**src/rtl/vga_pkg.sv**
```systemverilog
// Shared constants, types and helpers for the VGA frame streamer.
package vga_pkg;

    localparam int unsigned H_ACTIVE = 640;
    localparam int unsigned V_ACTIVE = 480;

    typedef struct packed {
        logic [7:0] r;
        logic [7:0] g;
        logic [7:0] b;
    } rgb_t;

    typedef enum logic [0:0] {
        StIdle,
        StPend
    } cfg_state_e;

    // Upscale code to shift amount; the reserved code 3 behaves like 4x.
    function automatic logic [1:0] scale_shift(input logic [1:0] cfg_scale);
        return (cfg_scale == 2'd3) ? 2'd2 : cfg_scale;
    endfunction

endpackage

```
**src/rtl/vga_cfg_shadow.sv**
```systemverilog
// Config handshake: captures a new base/scale into a shadow copy and promotes it
// to the active copy only on a vsync assertion edge, so a frame never tears.
module vga_cfg_shadow
    import vga_pkg::*;
#(
    parameter bit SYNC_ACT_LOW = 1'b1
) (
    input  logic        clk,
    input  logic        reset,
    input  logic        pix_ce,
    input  logic        vsync_in,
    input  logic        cfg_valid,
    input  logic [31:0] cfg_base,
    input  logic [1:0]  cfg_scale,
    output logic        cfg_ready,
    output logic [31:0] act_base,
    output logic [1:0]  act_shift,
    output logic        frame_start
);

    cfg_state_e  state_q, state_d;
    logic [31:0] shadow_base_q, act_base_q;
    logic [1:0]  shadow_shift_q, act_shift_q;
    logic        vs_act, vs_prev_q, vs_edge, frame_start_q;

    // vs_prev_q holds the active-level view of vsync, so 0 means inactive.
    assign vs_act  = SYNC_ACT_LOW ? ~vsync_in : vsync_in;
    assign vs_edge = pix_ce & vs_act & ~vs_prev_q;

    always_ff @(posedge clk) begin
        if (reset) begin
            state_q <= StIdle;
        end else begin
            state_q <= state_d;
        end
    end

    always_comb begin
        state_d = state_q;
        unique case (state_q)
            StIdle:  if (cfg_valid) state_d = StPend;
            StPend:  if (vs_edge) state_d = StIdle;
            default: state_d = StIdle;
        endcase
    end

    always_comb begin
        cfg_ready = (state_q == StIdle);
    end

    always_ff @(posedge clk) begin
        if (reset) begin
            vs_prev_q      <= 1'b0;
            frame_start_q  <= 1'b0;
            shadow_base_q  <= '0;
            shadow_shift_q <= '0;
            act_base_q     <= '0;
            act_shift_q    <= '0;
        end else begin
            frame_start_q <= vs_edge;
            if (pix_ce) begin
                vs_prev_q <= vs_act;
            end
            if (state_q == StIdle && cfg_valid) begin
                shadow_base_q  <= cfg_base;
                shadow_shift_q <= scale_shift(cfg_scale);
            end
            if (state_q == StPend && vs_edge) begin
                act_base_q  <= shadow_base_q;
                act_shift_q <= shadow_shift_q;
            end
        end
    end

    assign act_base    = act_base_q;
    assign act_shift   = act_shift_q;
    assign frame_start = frame_start_q;

endmodule

```
**src/rtl/vga_frame_streamer.sv**
```systemverilog
// Framebuffer-to-VGA streamer: two-stage pixel pipeline (address, then data)
// with syncs delayed alongside so they stay aligned with the RGB output.
module vga_frame_streamer
    import vga_pkg::*;
#(
    parameter int unsigned IMG_W        = 100,
    parameter int unsigned IMG_H        = 100,
    parameter int unsigned X0           = 0,
    parameter int unsigned Y0           = 0,
    parameter int unsigned BPP          = 3,
    parameter int unsigned ELEM_W       = 32,
    parameter logic [23:0] BG_RGB       = 24'h000000,
    parameter bit          SYNC_ACT_LOW = 1'b1
) (
    input  logic                  clk,
    input  logic                  reset,
    input  logic                  pix_ce,
    input  logic [9:0]            x,
    input  logic [9:0]            y,
    input  logic                  video_on,
    input  logic                  hsync_in,
    input  logic                  vsync_in,
    input  logic                  cfg_valid,
    input  logic [31:0]           cfg_base,
    input  logic [1:0]            cfg_scale,
    output logic                  cfg_ready,
    output logic [31:0]           mem_addr,
    input  logic [3*ELEM_W-1:0]   mem_rdata,
    output logic                  hsync,
    output logic                  vsync,
    output logic [7:0]            r,
    output logic [7:0]            g,
    output logic [7:0]            b,
    output logic                  frame_start
);

    localparam logic [31:0] ROW_STRIDE = 32'(IMG_W * BPP);
    localparam logic [31:0] PIX_STRIDE = 32'(BPP);
    localparam logic        SYNC_IDLE  = SYNC_ACT_LOW;

    logic [31:0] act_base;
    logic [1:0]  act_shift;

    vga_cfg_shadow #(
        .SYNC_ACT_LOW(SYNC_ACT_LOW)
    ) u_cfg (
        .clk        (clk),
        .reset      (reset),
        .pix_ce     (pix_ce),
        .vsync_in   (vsync_in),
        .cfg_valid  (cfg_valid),
        .cfg_base   (cfg_base),
        .cfg_scale  (cfg_scale),
        .cfg_ready  (cfg_ready),
        .act_base   (act_base),
        .act_shift  (act_shift),
        .frame_start(frame_start)
    );

    logic [31:0] x_pos, y_pos, win_w, win_h, x_off, y_off, addr_d;
    logic [32:0] x_diff, y_diff;
    logic        in_win;

    assign x_pos = 32'(x);
    assign y_pos = 32'(y);
    assign win_w = 32'(IMG_W) << act_shift;
    assign win_h = 32'(IMG_H) << act_shift;

    // 33-bit differences: bit 32 set means the pixel lies above/left of the origin.
    assign x_diff = {1'b0, x_pos} - {1'b0, 32'(X0)};
    assign y_diff = {1'b0, y_pos} - {1'b0, 32'(Y0)};

    assign in_win = video_on && !x_diff[32] && !y_diff[32]
                    && (x_diff[31:0] < win_w) && (y_diff[31:0] < win_h)
                    && (x_pos < H_ACTIVE) && (y_pos < V_ACTIVE);

    assign x_off  = x_diff[31:0] >> act_shift;
    assign y_off  = y_diff[31:0] >> act_shift;
    assign addr_d = act_base + y_off * ROW_STRIDE + x_off * PIX_STRIDE;

    logic [31:0] mem_addr_q;
    logic        s1_video_q, s1_win_q, s1_hs_q, s1_vs_q;

    always_ff @(posedge clk) begin
        if (reset) begin
            mem_addr_q <= '0;
            s1_video_q <= 1'b0;
            s1_win_q   <= 1'b0;
            s1_hs_q    <= SYNC_IDLE;
            s1_vs_q    <= SYNC_IDLE;
        end else if (pix_ce) begin
            if (in_win) begin
                mem_addr_q <= addr_d;
            end
            s1_video_q <= video_on;
            s1_win_q   <= in_win;
            s1_hs_q    <= hsync_in;
            s1_vs_q    <= vsync_in;
        end
    end

    rgb_t rgb_d, rgb_q;
    logic hs_q, vs_q;

    always_comb begin
        rgb_d = '0;
        if (s1_video_q && !s1_win_q) begin
            rgb_d = rgb_t'(BG_RGB);
        end else if (s1_video_q) begin
            rgb_d.r = mem_rdata[7:0];
            rgb_d.g = mem_rdata[ELEM_W +: 8];
            rgb_d.b = mem_rdata[2*ELEM_W +: 8];
        end
    end

    always_ff @(posedge clk) begin
        if (reset) begin
            rgb_q <= '0;
            hs_q  <= SYNC_IDLE;
            vs_q  <= SYNC_IDLE;
        end else if (pix_ce) begin
            rgb_q <= rgb_d;
            hs_q  <= s1_hs_q;
            vs_q  <= s1_vs_q;
        end
    end

    // Only the low byte of each element carries a colour channel.
    logic unused_rdata;
    assign unused_rdata = ^mem_rdata;

    assign mem_addr = mem_addr_q;
    assign r        = rgb_q.r;
    assign g        = rgb_q.g;
    assign b        = rgb_q.b;
    assign hsync    = hs_q;
    assign vsync    = vs_q;

endmodule

```
**config.mk**
```make
export PLATFORM = sky130hd
export DESIGN_NAME = vga_frame_streamer
export DESIGN_NICKNAME = d
export VERILOG_FILES = /design/src/rtl/vga_pkg.sv /design/src/rtl/vga_cfg_shadow.sv /design/src/rtl/vga_frame_streamer.sv
export SDC_FILE = /design/constraint.sdc
export NUM_CORES = 1
export LEC_CHECK = 0
export BUFFER_PORTS_ARGS = -buffer_cell sky130_fd_sc_hd__buf_2
export CORE_MARGIN = 1
export CORE_UTILIZATION = 40
export DETAILED_ROUTE_END_ITERATION = 12
export PLACE_DENSITY_LB_ADDON = 0.1
export SKIP_CTS_REPAIR_TIMING = 1
export SLEW_MARGIN = 0
export SYNTH_ARGS = -nofsm -noshare
export SYNTH_HDL_FRONTEND = slang
export SYNTH_SLANG_ARGS = --single-unit
```
**constraint.sdc**
```tcl
create_clock -name clk -period 8.95 [get_ports clk]
set_input_delay 0 -clock clk [delete_from_list [all_inputs] [get_ports clk]]
set_output_delay 0 -clock clk [all_outputs]
set_load 0.005 [all_outputs]
```
# Word level (Yosys, flattened, before mapping)
# Cells that the tools add are included.
[classes]
add_sub_neg = 2
multipliers = 2
magnitude_cmp = 4
eq_ne = 1
shift = 3
mux = 6
bitwise_logic = 5
reduce_logical = 9
[ops]
columns = ["operator", "count"]
rows = [
  ["$add A32 B32 Y32", 2],
  ["$lt A10 B32 Y1", 2],
  ["$shr A10 B2 Y32", 2],
  ["$mux W24", 2],
  ["$mul A32 B2 Y32 const B", 1],
  ["$mul A32 B7 Y30 const B", 1],
  ["$shl A7 B2 Y32 const A", 1],
  ["$lt A10 B10 Y1 const B", 1],
  ["$lt A10 B9 Y1 const B", 1],
  ["$logic_and A1 B1 Y1", 7],
  ["$not A1 Y1", 3],
  ["$and A1 B1 Y1", 2],
  ["$eq A2 B2 Y1 const B", 1],
  ["$mux W1", 2],
  ["$mux W2", 1],
  ["$pmux W1 S2", 1],
  ["$reduce_and A2 Y1", 1],
  ["$logic_not A1 Y1", 1],
]
[totals]
regBits = 133
output_inout_bits = 60
wordCells = 49

# Longest topological paths before layout
# Gate-level depths: netlist of run 1.
[depth]
depth_word = 7
ltp_mapped = 29
ltp_nobuf = 26

# Modules after synthesis
# From an unflattened synthesis of run 1, not the netlist that was laid out.
[hier_totals]
hier_cells = 1048
hier_area_um2 = 8939.8
[modules_own_cells]
columns = ["module", "instances", "cells_each", "area_per_inst_um2", "seq_area_each_um2"]
rows = [
  ["vga_frame_streamer", 1, 739, 6358.6, 1241.2],
  ["vga_cfg_shadow", 1, 309, 2581.2, 1421.4],
]

# Worst setup path after synthesis of run 1
# OpenSTA, ideal clock, no wires.
[synth_path]
kind = "reg2reg"
startpoint = "register u_cfg.act_shift_q[0], in the netlist u_cfg.act_shift[0]"
endpoint = "register mem_addr_q[31], in the netlist mem_addr[31]"
setup_time_ns = 0.062
t_arrival_ns = 6.771
t_required_ns = 8.888
setup_slack_ns = 2.117
path_stages_with_launch = 28
n_path_buf = 3
period_less_slack_ns = 6.833
path_cell_list = "dfxtp_1 -> clkbuf_1 -> buf_1 -> mux2i_1 -> nor2_1 -> a31oi_1 -> inv_1 -> ha_1 -> ha_1 -> fa_1 -> inv_1 -> fa_1 -> inv_1 -> ha_1 -> o21a_1 -> o2111a_1 -> o41ai_1 -> a311oi_1 -> xor2_1 -> ha_1 -> ha_1 -> buf_2 -> a21oi_1 -> o21ai_1 -> nor4_1 -> a2111oi_2 -> or4_1 -> nand3_1"
[synth_via]
elab_chain_cells = 7
word_cells_on_any_way = 14
[synth_lines]
columns = ["element", "line_no", "text"]
rows = [
  ["from (decl)", "vga_cfg_shadow.sv:23", "logic [1:0] shadow_shift_q, act_shift_q;"],
  ["from (signal assigned)", "vga_cfg_shadow.sv:70", "act_shift_q <= shadow_shift_q;"],
  ["parallel branches: the longest is 7 deep, another holds $mul A32 B7 Y30", "n/a", ""],
  ["to (signal assigned)", "vga_frame_streamer.sv:93", "mem_addr_q <= addr_d;"],
  ["to (decl)", "vga_frame_streamer.sv:81", "logic [31:0] mem_addr_q;"],
]
# Several ways; the timed one is not identified.
# A chain may end at the register's enable or synchronous reset.

# Worst setup path in the final report of run 1
[layout_path]
startpoint = "register u_cfg.act_shift_q[0], in the netlist u_cfg.act_shift[0]"
endpoint = "register mem_addr_q[30], in the netlist mem_addr[30]"
# The elaborated chain is that of the path after synthesis.

==> impl_metrics.ini, run 1 <==
[global_routing]
grt_pass1_vias = 7389
grt_first_pass_wirelength_microns = 35850
met1_usage_pct = 24.54
met3_usage_pct = 3.212
met2_usage_pct = 34.82
antenna_found_initial = 0
grt_max_degree = 79
grt_usage_pct = 20.01
overflow = 0
top_usage_layer = met2

[synthesis]
synth_common_cells = nand2_1, a21oi_1, dfxtp_1, ha_1, inv_1
synth-seq-area-share_pct = 30.12
synth-edff-count = 0
yosysTopAreaCellShare_pct = 30.12
synth_most_common_cell = nand2_1
synthArstFlopShare_pct = 0
synth_top_area_cell = dfxtp_1
ys.flop_type = dfxtp_1
synth_area_sq_um = 8841
synth.distinct_cells = 64
yosys_register_bits = 133
yosys-top-cells-area = dfxtp_1, ha_1, a21oi_1, nand2_1, fa_1
syn_nets = 1377
avgSynthCellArea_sq_um = 8.052
yosysWarnings = 0
synth_cells = 1098

[route]
finalWirelength_microns = 22510
ant_nets = 0
vias = 7989
drcViolationCount = 0
routed_via_density = 5.108
drtIter0Drc = 271
routedWlPerCell_microns = 14.39
drtPass1Iterations = 5

[floorplanning]
die_area_sq_um = 22700
io_pins = 217
die_h_microns = 150.7
rows = 54
die_x_microns = 150.7
start_util_pct = 40.64
core-area_sq_um = 21760

[power_and_ir_drop]
power.leakage_nw = 4.845
power_density_nw_per_um2 = 217.2
ir_worst_vdd_uv = 173.3

[layout]
diodes = 0
layout.nets = 1550
area_growth_pct = 23.70
final_area_sq_um = 10940
drive_above_1_share_pct = 15.81
n_fill_cell = 2195

[placement]
place_area_sq_um = 9736
post-place-ws_ns = 1.573
io_buffers = 144
gp_congestion = 0.8275
dpl.hpwl_microns = 16710

[timing]
period_share_pct = 82.42
grt_setup_unrepaired = no
fin_setup_tns_ns = 0
setup_violations = 0
period_needed_ns = 7.376
finalWorstSetupSlack_ns = 1.574
max_freq_mhz = 135.6
hold_violations = 0
slew_viol_final = 0
relSlewSlack_pct = 20.72
worst_pin_slew_ns = 1.184
skew_ns = 0.01097

[setup_path]
crit_buf_inv = 3
critPathMaxStageDelay_ns = 0.75
crit_path_cell_trace = mux2_2 > o21ai_0 > inv_1 > ha_1 > ha_1 > inv_1 > fa_1 > fa_1 > inv_1 > ha_1 > a2111oi_1 > o311ai_1 > a31o_1 > a21oi_1 > xnor2_1 > ha_1 > ha_1 > and3_1 > nand4_1 > o31a_1 > or4_1 > a311oi_1
criticalPathCategory = reg -> reg
cp.required_ns = 9.27
arrival_ns = 7.70
crit_fanout = 14
cp.depth = 22
path_delay_family = adder cells
reg2reg_slack_ns = 1.57
reg2reg_depth = 22
cp-end-kind = flop
start_kind = flop
slowest_stage = dfxtp_1
cpMostUsedCell = ha_1

[clocking]
ctsRootBufferMaster = clkbuf_16
clk_pin_slew_worst_paths_ns = 0.06
cts_tree = yes
numCtsBuffers = 17
cts.sinks = 133
clkLatencyLatePin_ns = 0.42
htreeDepth = 4
max-clock-path-buffers = 2

[hold_path]
hold_depth = 2
hold_class = in -> reg

[run]
drv_cap = 0

[status]
status = completed
flip-flops by register name, summed over array words and instances (netlist names), 2 cells and up:
signal / count
b: 8
u_cfg.act_base: 32
u_cfg.shadow_base_q: 32
g: 8
r: 8
mem_addr: 32
u_cfg.shadow_shift_q: 2
u_cfg.act_shift: 2
logic make-up (layout without fill, tap and decap cells):
family	Yosys count	after routing	synth area share, %
AND/OR/NAND/NOR	404	404	21.12
AO/OA/AOI/OAI	263	263	17.97
buffers and inverters	138	324	6.043
flip-flops	133	133	30.12
adder cells (fa/ha/maj)	122	122	19.90
multiplexers	23	23	3.368
XOR/XNOR	15	15	1.486
placed cells by master (no fill, tap or decap), types with 11 or more instances in the layout:
cell           Yosys  routed
nand2_1          186     186
a21oi_1          144     144
buf_2             10     143
dfxtp_1          133     133
ha_1              91      91
inv_1             77      77
nor2_1            74      74
dlygate4sd3_1      0      62
nor2b_1           36      35
fa_1              31      31
o21ai_0           28      28
nand3_1           27      27
clkbuf_16          0      17
nor3_1            16      16
mux2i_1           14      14
nand2b_1          13      13
a211oi_1          11      11
where the power goes:
part           total (mW)  internal (mW)  switching, mW
logic                1.08          0.444          0.639
registers           0.615          0.607        0.00837
clock network       0.678          0.397          0.281
per-stage QoR:
stage	hold WS (ns)	total power, mW	cells	utilization, %
2_1_floorplan	0.1224	1.455	1098	-
3_3_place_gp	0.2090	1.682	1470	44.75
3_5_place_dp	0.2140	1.692	1470	44.75
4_1_cts	-0.2308	2.383	1502	47.42
5_1_grt	0.1545	2.584	1564	50.27
6_report	0.1360	2.375	1564	50.27
routing by layer:
layer  wire [microns]  share of wire [%]
met1            10130                 45
met2            11270                 50
met3              572                2.5
met4              539                2.4
met5                0                  0
worst paths after layout:
| check | end | from |
|---|---|---|
| worst max register to register | mem_addr[30] | u_cfg.act_shift[0] |
| worst max-delay path | mem_addr[30] | u_cfg.act_shift[0] |
| worst min-delay path | b[4] | reset |
| worst min register to register | mem_addr[9] | mem_addr[9] |
worst reg2reg max path, cell delays in order (launching register included):
cell and delay [ns]:
dfxtp_1 0.75, mux2_2 0.42, o21ai_0 0.31, inv_1 0.16
ha_1 0.33, ha_1 0.28, inv_1 0.05, fa_1 0.51
fa_1 0.53, inv_1 0.04, ha_1 0.26, a2111oi_1 0.53
o311ai_1 0.22, a31o_1 0.24, a21oi_1 0.17, xnor2_1 0.22
ha_1 0.30, ha_1 0.43, and3_1 0.21, nand4_1 0.12
o31a_1 0.42, or4_1 0.51, a311oi_1 0.28
area by class of cell:
cell class / instances / area (sq um) / area share, %
Clock buffer: 18 / 439.2 / 4.016
Clock inverter: 14 / 141.4 / 1.293
Inverter: 78 / 292.8 / 2.677
Multi-Input combinational cell: 827 / 5647 / 51.63
Sequential cell: 133 / 2663 / 24.35
Tap cell: 280 / 350.3 / 3.203
Timing Repair Buffer: 214 / 1404 / 12.84
Note: power is estimated with default switching activity, not from simulation.
==> inputs of run 2 (changes only) <==
==> constraint.sdc (replaced) <==
create_clock -name clk -period 7.5 [get_ports clk]
set_input_delay 0 -clock clk [delete_from_list [all_inputs] [get_ports clk]]
set_output_delay 0 -clock clk [all_outputs]
set_load 0.005 [all_outputs]
==> run 2 against run 1 <==
  * The run now ends with hold timing left
  * Sequential power increased by 19%
  * Non-clock buffer count increased by 10
  * Critical path depth increased by 2
  * Clock power increased by 30%
  * Maximum frequency increased by 5.3%
  * Via count decreased by 0.19%
  * Critical path type unchanged
  * Largest cell class unchanged
  * Highest routed layer unchanged
==> impl_metrics.ini, run 2 (synthesized netlist as in run 1, its figures left out) <==
[setup_path]
rr_startpoint = u_cfg.act_shift[0]
reg2reg_depth = 24
cpMostUsedCell = ha_1
cp-end-kind = flop
crit_fanout = 8
critPathMaxStageDelay_ns = 0.51
worstReg2RegEnd = mem_addr[31]
arrival_ns = 7.37
cp.required_ns = 7.86
slowest_stage = fa_1
start_kind = flop
crit_path_cell_trace = mux2_2 > o21ai_0 > inv_1 > ha_1 > ha_1 > inv_1 > fa_1 > fa_1 > inv_1 > ha_1 > o21a_1 > o2111a_1 > o41ai_1 > a311oi_1 > xor2_1 > ha_1 > ha_1 > a21oi_1 > o21ai_1 > nor4_1 > a2111oi_2 > buf_4 > or4_1 > nand3_1
criticalPathCategory = reg -> reg
reg2reg_slack_ns = 0.49

[hold_path]
min_from = reset
worst_hold_path.endpoint = b[6]
hold_class = in -> reg
hold_depth = 2

[placement]
post-place-ws_ns = 0.5683
dpl.hpwl_microns = 16920
gp_congestion = 0.8261
io_buffers = 144
dpl.cell_count = 1475

[route]
drcViolationCount = 0
drtIter0Drc = 310
finalWirelength_microns = 22910
routed_via_density = 5.066
routedWlPerCell_microns = 14.56
vias = 7974
drtPass1Iterations = 4
ant_nets = 0

[clocking]
clk_pin_slew_worst_paths_ns = 0.06
cts.sinks = 133
numCtsBuffers = 17
clkLatencyLatePin_ns = 0.42
cts_tree = yes
htreeDepth = 4
max-clock-path-buffers = 2
ctsRootBufferMaster = clkbuf_16

[timing]
fin_setup_tns_ns = 0
period_needed_ns = 7.008
finalWorstSetupSlack_ns = 0.4918
period_share_pct = 93.44
slew_viol_final = 0
worst_pin_slew_ns = 1.197
hold_violations = 7
max_freq_mhz = 142.7
relSlewSlack_pct = 20.00
grt_setup_unrepaired = no
whs_ns = -0.01531
skew_ns = 0.009867
setup_violations = 0

[status]
status = complete, but fails checks
violations = hold timing

[global_routing]
grt_first_pass_wirelength_microns = 36110
grt_pass1_vias = 7420
grt_max_degree = 109
grt_usage_pct = 20.26
overflow = 0
antenna_found_initial = 0

[floorplanning]
die_h_microns = 150.7
die_area_sq_um = 22700
io_pins = 217
rows = 54
die_x_microns = 150.7
start_util_pct = 40.64
core-area_sq_um = 21760

[run]
drv_cap = 0

[power_and_ir_drop]
ir_worst_vdd_uv = 181.3
power.leakage_nw = 4.915
power_density_nw_per_um2 = 261.4
total_power_mw = 2.894

[layout]
area_growth_pct = 25.22
n_fill_cell = 2173
utilization_pct = 50.89
multiInputGateArea_sq_um = 5647
final_common_cell = nand2_1
final_cell_count_no_fill = 1574
drive_above_1_share_pct = 16.07
diodes = 0
seqCellArea_sq_um = 2663
layout_common_cells = nand2_1, a21oi_1, buf_2
layout.nets = 1560
run 2: changes by cell type in the layout (fill, tap and decap cells not counted), moves of 2 or more:
cell | previous run | this run
buf_4 | 9 | 14
dlygate4sd3_1 | 62 | 67
clkinv_4 | 5 | 1
bufinv_16 | 1 | 3
clkinvlp_4 | 1 | 3
run 2: through the flow:
step	hold slack [ns]	cell area (sq um)
5_1_grt	0.002990	11070
4_1_cts	-0.2265	10400
6_report	-0.01531	11070
2_1_floorplan	0.1224	8841
3_3_place_gp	0.2073	9773
3_5_place_dp	0.2147	9773
run 2: metal layers:
metal / vias to the layer above / share of wire (%) / track usage (%) / routed length (microns)
met5: - / 0 / 0 / 0
met4: 0 / 2.8 / 7.600 / 645
met3: 31 / 2.7 / 3.939 / 613
met2: 112 / 49 / 35.65 / 11280
met1: 3693 / 45 / 24.27 / 10370
li1: 4138 / - / - / -
run 2: worst max-delay path: cells and delay by family (launching register included):
kind	cells	cell delay, ns
fa+ha+maj	7	2.66
mux	1	0.37
compound gates	8	1.68
simple gates	3	1.06
xor+xnor	1	0.28
buf+inv	4	0.46
flops	1	0.41
run 2: final cells by class:
cell class	count	share of cell area, %
clock inverter	14	1.695
multi-input combinational	827	51.01
sequential	133	24.05
timing repair buffer	224	13.47
tap	280	3.165
clock buffer	18	3.967
inverter	78	2.645
run 2: worst max-delay path by stage:
stage                             from      endpoint  slack [ns]  cells past startpoint
detailed placement  u_cfg.act_shift[0]  mem_addr[30]        0.57                     22
global placement    u_cfg.act_shift[0]  mem_addr[31]        0.62                     25
floorplan           u_cfg.act_shift[0]  mem_addr[31]        0.67                     27
finish              u_cfg.act_shift[0]  mem_addr[31]        0.49                     24
CTS                 u_cfg.act_shift[1]  mem_addr[31]        0.55                     23
global route        u_cfg.act_shift[1]  mem_addr[30]       0.003                     22
run 2: report_power, final:
part / internal, mW / total [mW] / switching [mW] / leakage [nW]
logic: 0.529 / 1.28 / 0.752 / 3.54
registers: 0.724 / 0.733 / 0.00972 / 1.08
clock network: 0.542 / 0.880 / 0.339 / 0.298
total: 1.79 / 2.89 / 1.10 / 4.92
==> inputs of run 3 (changes only) <==
--- a/config.mk
+++ b/config.mk
@@ -5,6 +5,7 @@
 export SDC_FILE = /design/constraint.sdc
 export NUM_CORES = 1
 export LEC_CHECK = 0
+export ABC_AREA = 1
 export BUFFER_PORTS_ARGS = -buffer_cell sky130_fd_sc_hd__buf_2
 export CORE_MARGIN = 1
 export CORE_UTILIZATION = 40
==> run 3 against run 2 <==
  * Non-clock buffer count fell by 4
  * Global-route usage grew 0.46 points
  * The flow now finishes without violations
  * Synthesized area rose by 3.3%
==> impl_metrics.ini, run 3 <==
[status]
status = completed

[global_routing]
overflow = 0
grt_first_pass_wirelength_microns = 39360
grt_usage_pct = 20.72
grt_pass1_vias = 8027
grt_max_degree = 79
antenna_found_initial = 0

[layout]
multiInputGateArea_sq_um = 5500
seqCellArea_sq_um = 2663
final_common_cell = nand2_1
layout.nets = 1788
n_fill_cell = 2262
layout_common_cells = nand2_1, inv_1, nor2_1
diodes = 0
area_growth_pct = 23.74
drive_above_1_share_pct = 13.14

[setup_path]
start_kind = flop
rr_startpoint = u_cfg.act_shift[0]
slowest_stage = dfxtp_1
criticalPathCategory = reg -> reg
critPathMaxStageDelay_ns = 0.71
arrival_ns = 6.98
worstReg2RegEnd = mem_addr[24]
crit_fanout = 17
reg2reg_depth = 29
cp-end-kind = flop
cp.required_ns = 7.86
cpMostUsedCell = inv_1
reg2reg_slack_ns = 0.88

[power_and_ir_drop]
p_clk_share_pct = 19.5
p_switching_mw = 2.061
power.leakage_nw = 5.674
power_frac_seq_pct = 18.0
p_comb_share_pct = 62.5
total_power_mw = 4.191
p_sw_share_pct = 49.17
ir_worst_vdd_uv = 287.6
power_density_nw_per_um2 = 371.0
intPower_mw = 2.130

[timing]
slew_viol_final = 0
fin_setup_tns_ns = 0
grt_setup_unrepaired = no
hold_violations = 0
relSlewSlack_pct = 34.15
skew_ns = 0.01171
period_share_pct = 88.26
period_needed_ns = 6.620
max_freq_mhz = 151.1
worst_pin_slew_ns = 0.9864
setup_violations = 0

[clocking]
cts.sinks = 133
ctsRootBufferMaster = clkbuf_16
clkLatencyLatePin_ns = 0.42
cts_tree = yes
numCtsBuffers = 17
max-clock-path-buffers = 2
htreeDepth = 4
clk_pin_slew_worst_paths_ns = 0.07

[floorplanning]
core-area_sq_um = 22090
die_x_microns = 153.1
start_util_pct = 41.32
io_pins = 217
die_area_sq_um = 23430
die_h_microns = 153.1
rows = 54

[synthesis]
avgSynthCellArea_sq_um = 6.927
ys.flop_type = dfxtp_1
synth-seq-area-share_pct = 29.16
yosys.area_share.simple_pct = 24.57
synth_area_sq_um = 9130
yosysTopAreaCellShare_pct = 29.16
synthXorXnorAreaFrac_pct = 2.398
synth-edff-count = 0
synth_cells = 1318
yosys_register_bits = 133
synthArstFlopShare_pct = 0
synth_top_family_by_area = simple AND/OR/NAND/NOR gates
synth_adder_area_share_pct = 19.27
synth.distinct_cells = 39
yosysWarnings = 0
synth_compound_area_share_pct = 13.13
syn_nets = 1597
synth_top_area_cell = dfxtp_1
muxShareOfSynthArea_pct = 0.8771
synth_common_cells = nand2_1, inv_1, nor2_1, dfxtp_1, a21oi_1
synth_most_common_cell = nand2_1
yosys-top-cells-area = dfxtp_1, nand2_1, ha_1, inv_1, fa_1

[hold_path]
hold_class = in -> reg
worst_hold_path.endpoint = u_cfg.shadow_shift_q[0]
min_from = reset
hold_depth = 3

[route]
drcViolationCount = 0
drtPass1Iterations = 5
routed_via_density = 4.784
drtIter0Drc = 402
routedWlPerCell_microns = 13.15
ant_nets = 0
vias = 8620
finalWirelength_microns = 23700

[placement]
io_buffers = 144
dpl.hpwl_microns = 17960
gp_congestion = 0.8755

[run]
drv_cap = 0
-- run 3: changes by cell type in the layout (fill, tap and decap cells not counted), moves of 12 or more --
cell and change:
o21ai_0 +64, inv_1 +117, nand2b_1 -13, nor2b_1 -35, nand3_1 +35, xor2_1 +12, nor2_1 +83, nand2_1 +122
a21oi_1 -36
-- run 3: final cells by class --
type                       count  share of cell area, %
clock buffer                  18                  3.887
clock inverter                14                  1.252
inverter                     199                  6.612
multi-input combinational    938                  48.69
sequential                   133                  23.57
tap                          280                  3.101
timing repair buffer         220                  12.89
-- run 3: metal layers --
layer / vias up / part of all wire [%] / track usage, % / wire length, microns
met5: - / 0 / 0 / 0
met4: 0 / 0.55 / 3.752 / 130
met3: 14 / 4.2 / 3.572 / 999
met2: 187 / 42 / 31.35 / 9888
met1: 3863 / 54 / 30.79 / 12680
li1: 4556 / - / - / -
-- run 3: critical path: cells and delay by family (launching register included) --
family	cells	cell delay (ns)
buffers and inverters	6	0.41
AND/OR/NAND/NOR	9	1.12
adder cells (fa/ha/maj)	8	3.07
XOR/XNOR	1	0.12
AO/OA/AOI/OAI	5	1.13
flip-flops	1	0.71
-- run 3: cells by family (layout without fill, tap and decap cells) --
kind of cell    after synthesis  in the layout
simple gates                555            555
flops                       133            133
fa+ha+maj                   122            122
mux                           8              8
buf+inv                     247            451
compound gates              228            228
xor+xnor                     25             25
-- run 3: how the worst max path moves through the flow --
stage	to	slack, ns	cells past startpoint	from
after CTS	mem_addr[24]	0.85	29	u_cfg.act_shift[0]
after global routing	mem_addr[24]	0.33	29	u_cfg.act_shift[0]
after global placement	mem_addr[24]	0.89	29	u_cfg.act_shift[0]
after floorplan	mem_addr[28]	1.63	31	u_cfg.act_shift[0]
after detailed placement	mem_addr[24]	0.89	29	u_cfg.act_shift[0]
final	mem_addr[24]	0.88	29	u_cfg.act_shift[0]
-- run 3: stage by stage --
stage | hold slack [ns] | setup slack [ns] | cells | util [%] | cell area, sq um
global placement | 0.2224 | 0.8875 | 1704 | 45.51 | 10060
global route | 0.1873 | 0.3281 | 1802 | 51.13 | 11300
floorplan | 0.1263 | 1.634 | 1318 | - | 9130
detailed placement | 0.2257 | 0.8905 | 1704 | 45.51 | 10060
finish | 0.1589 | 0.8804 | 1802 | 51.13 | 11300
CTS | -0.2143 | 0.8504 | 1736 | 48.14 | 10640
-- run 3: power groups by stage --
stage | Sequential (mW) | Clock (mW) | Combinational [mW]
2_1_floorplan | 0.763 | 0 | 1.95
3_3_place_gp | 0.769 | 0 | 2.61
3_5_place_dp | 0.770 | 0 | 2.60
4_1_cts | 0.754 | 0.838 | 2.62
5_1_grt | 0.758 | 0.873 | 3.03
6_report | 0.755 | 0.818 | 2.62
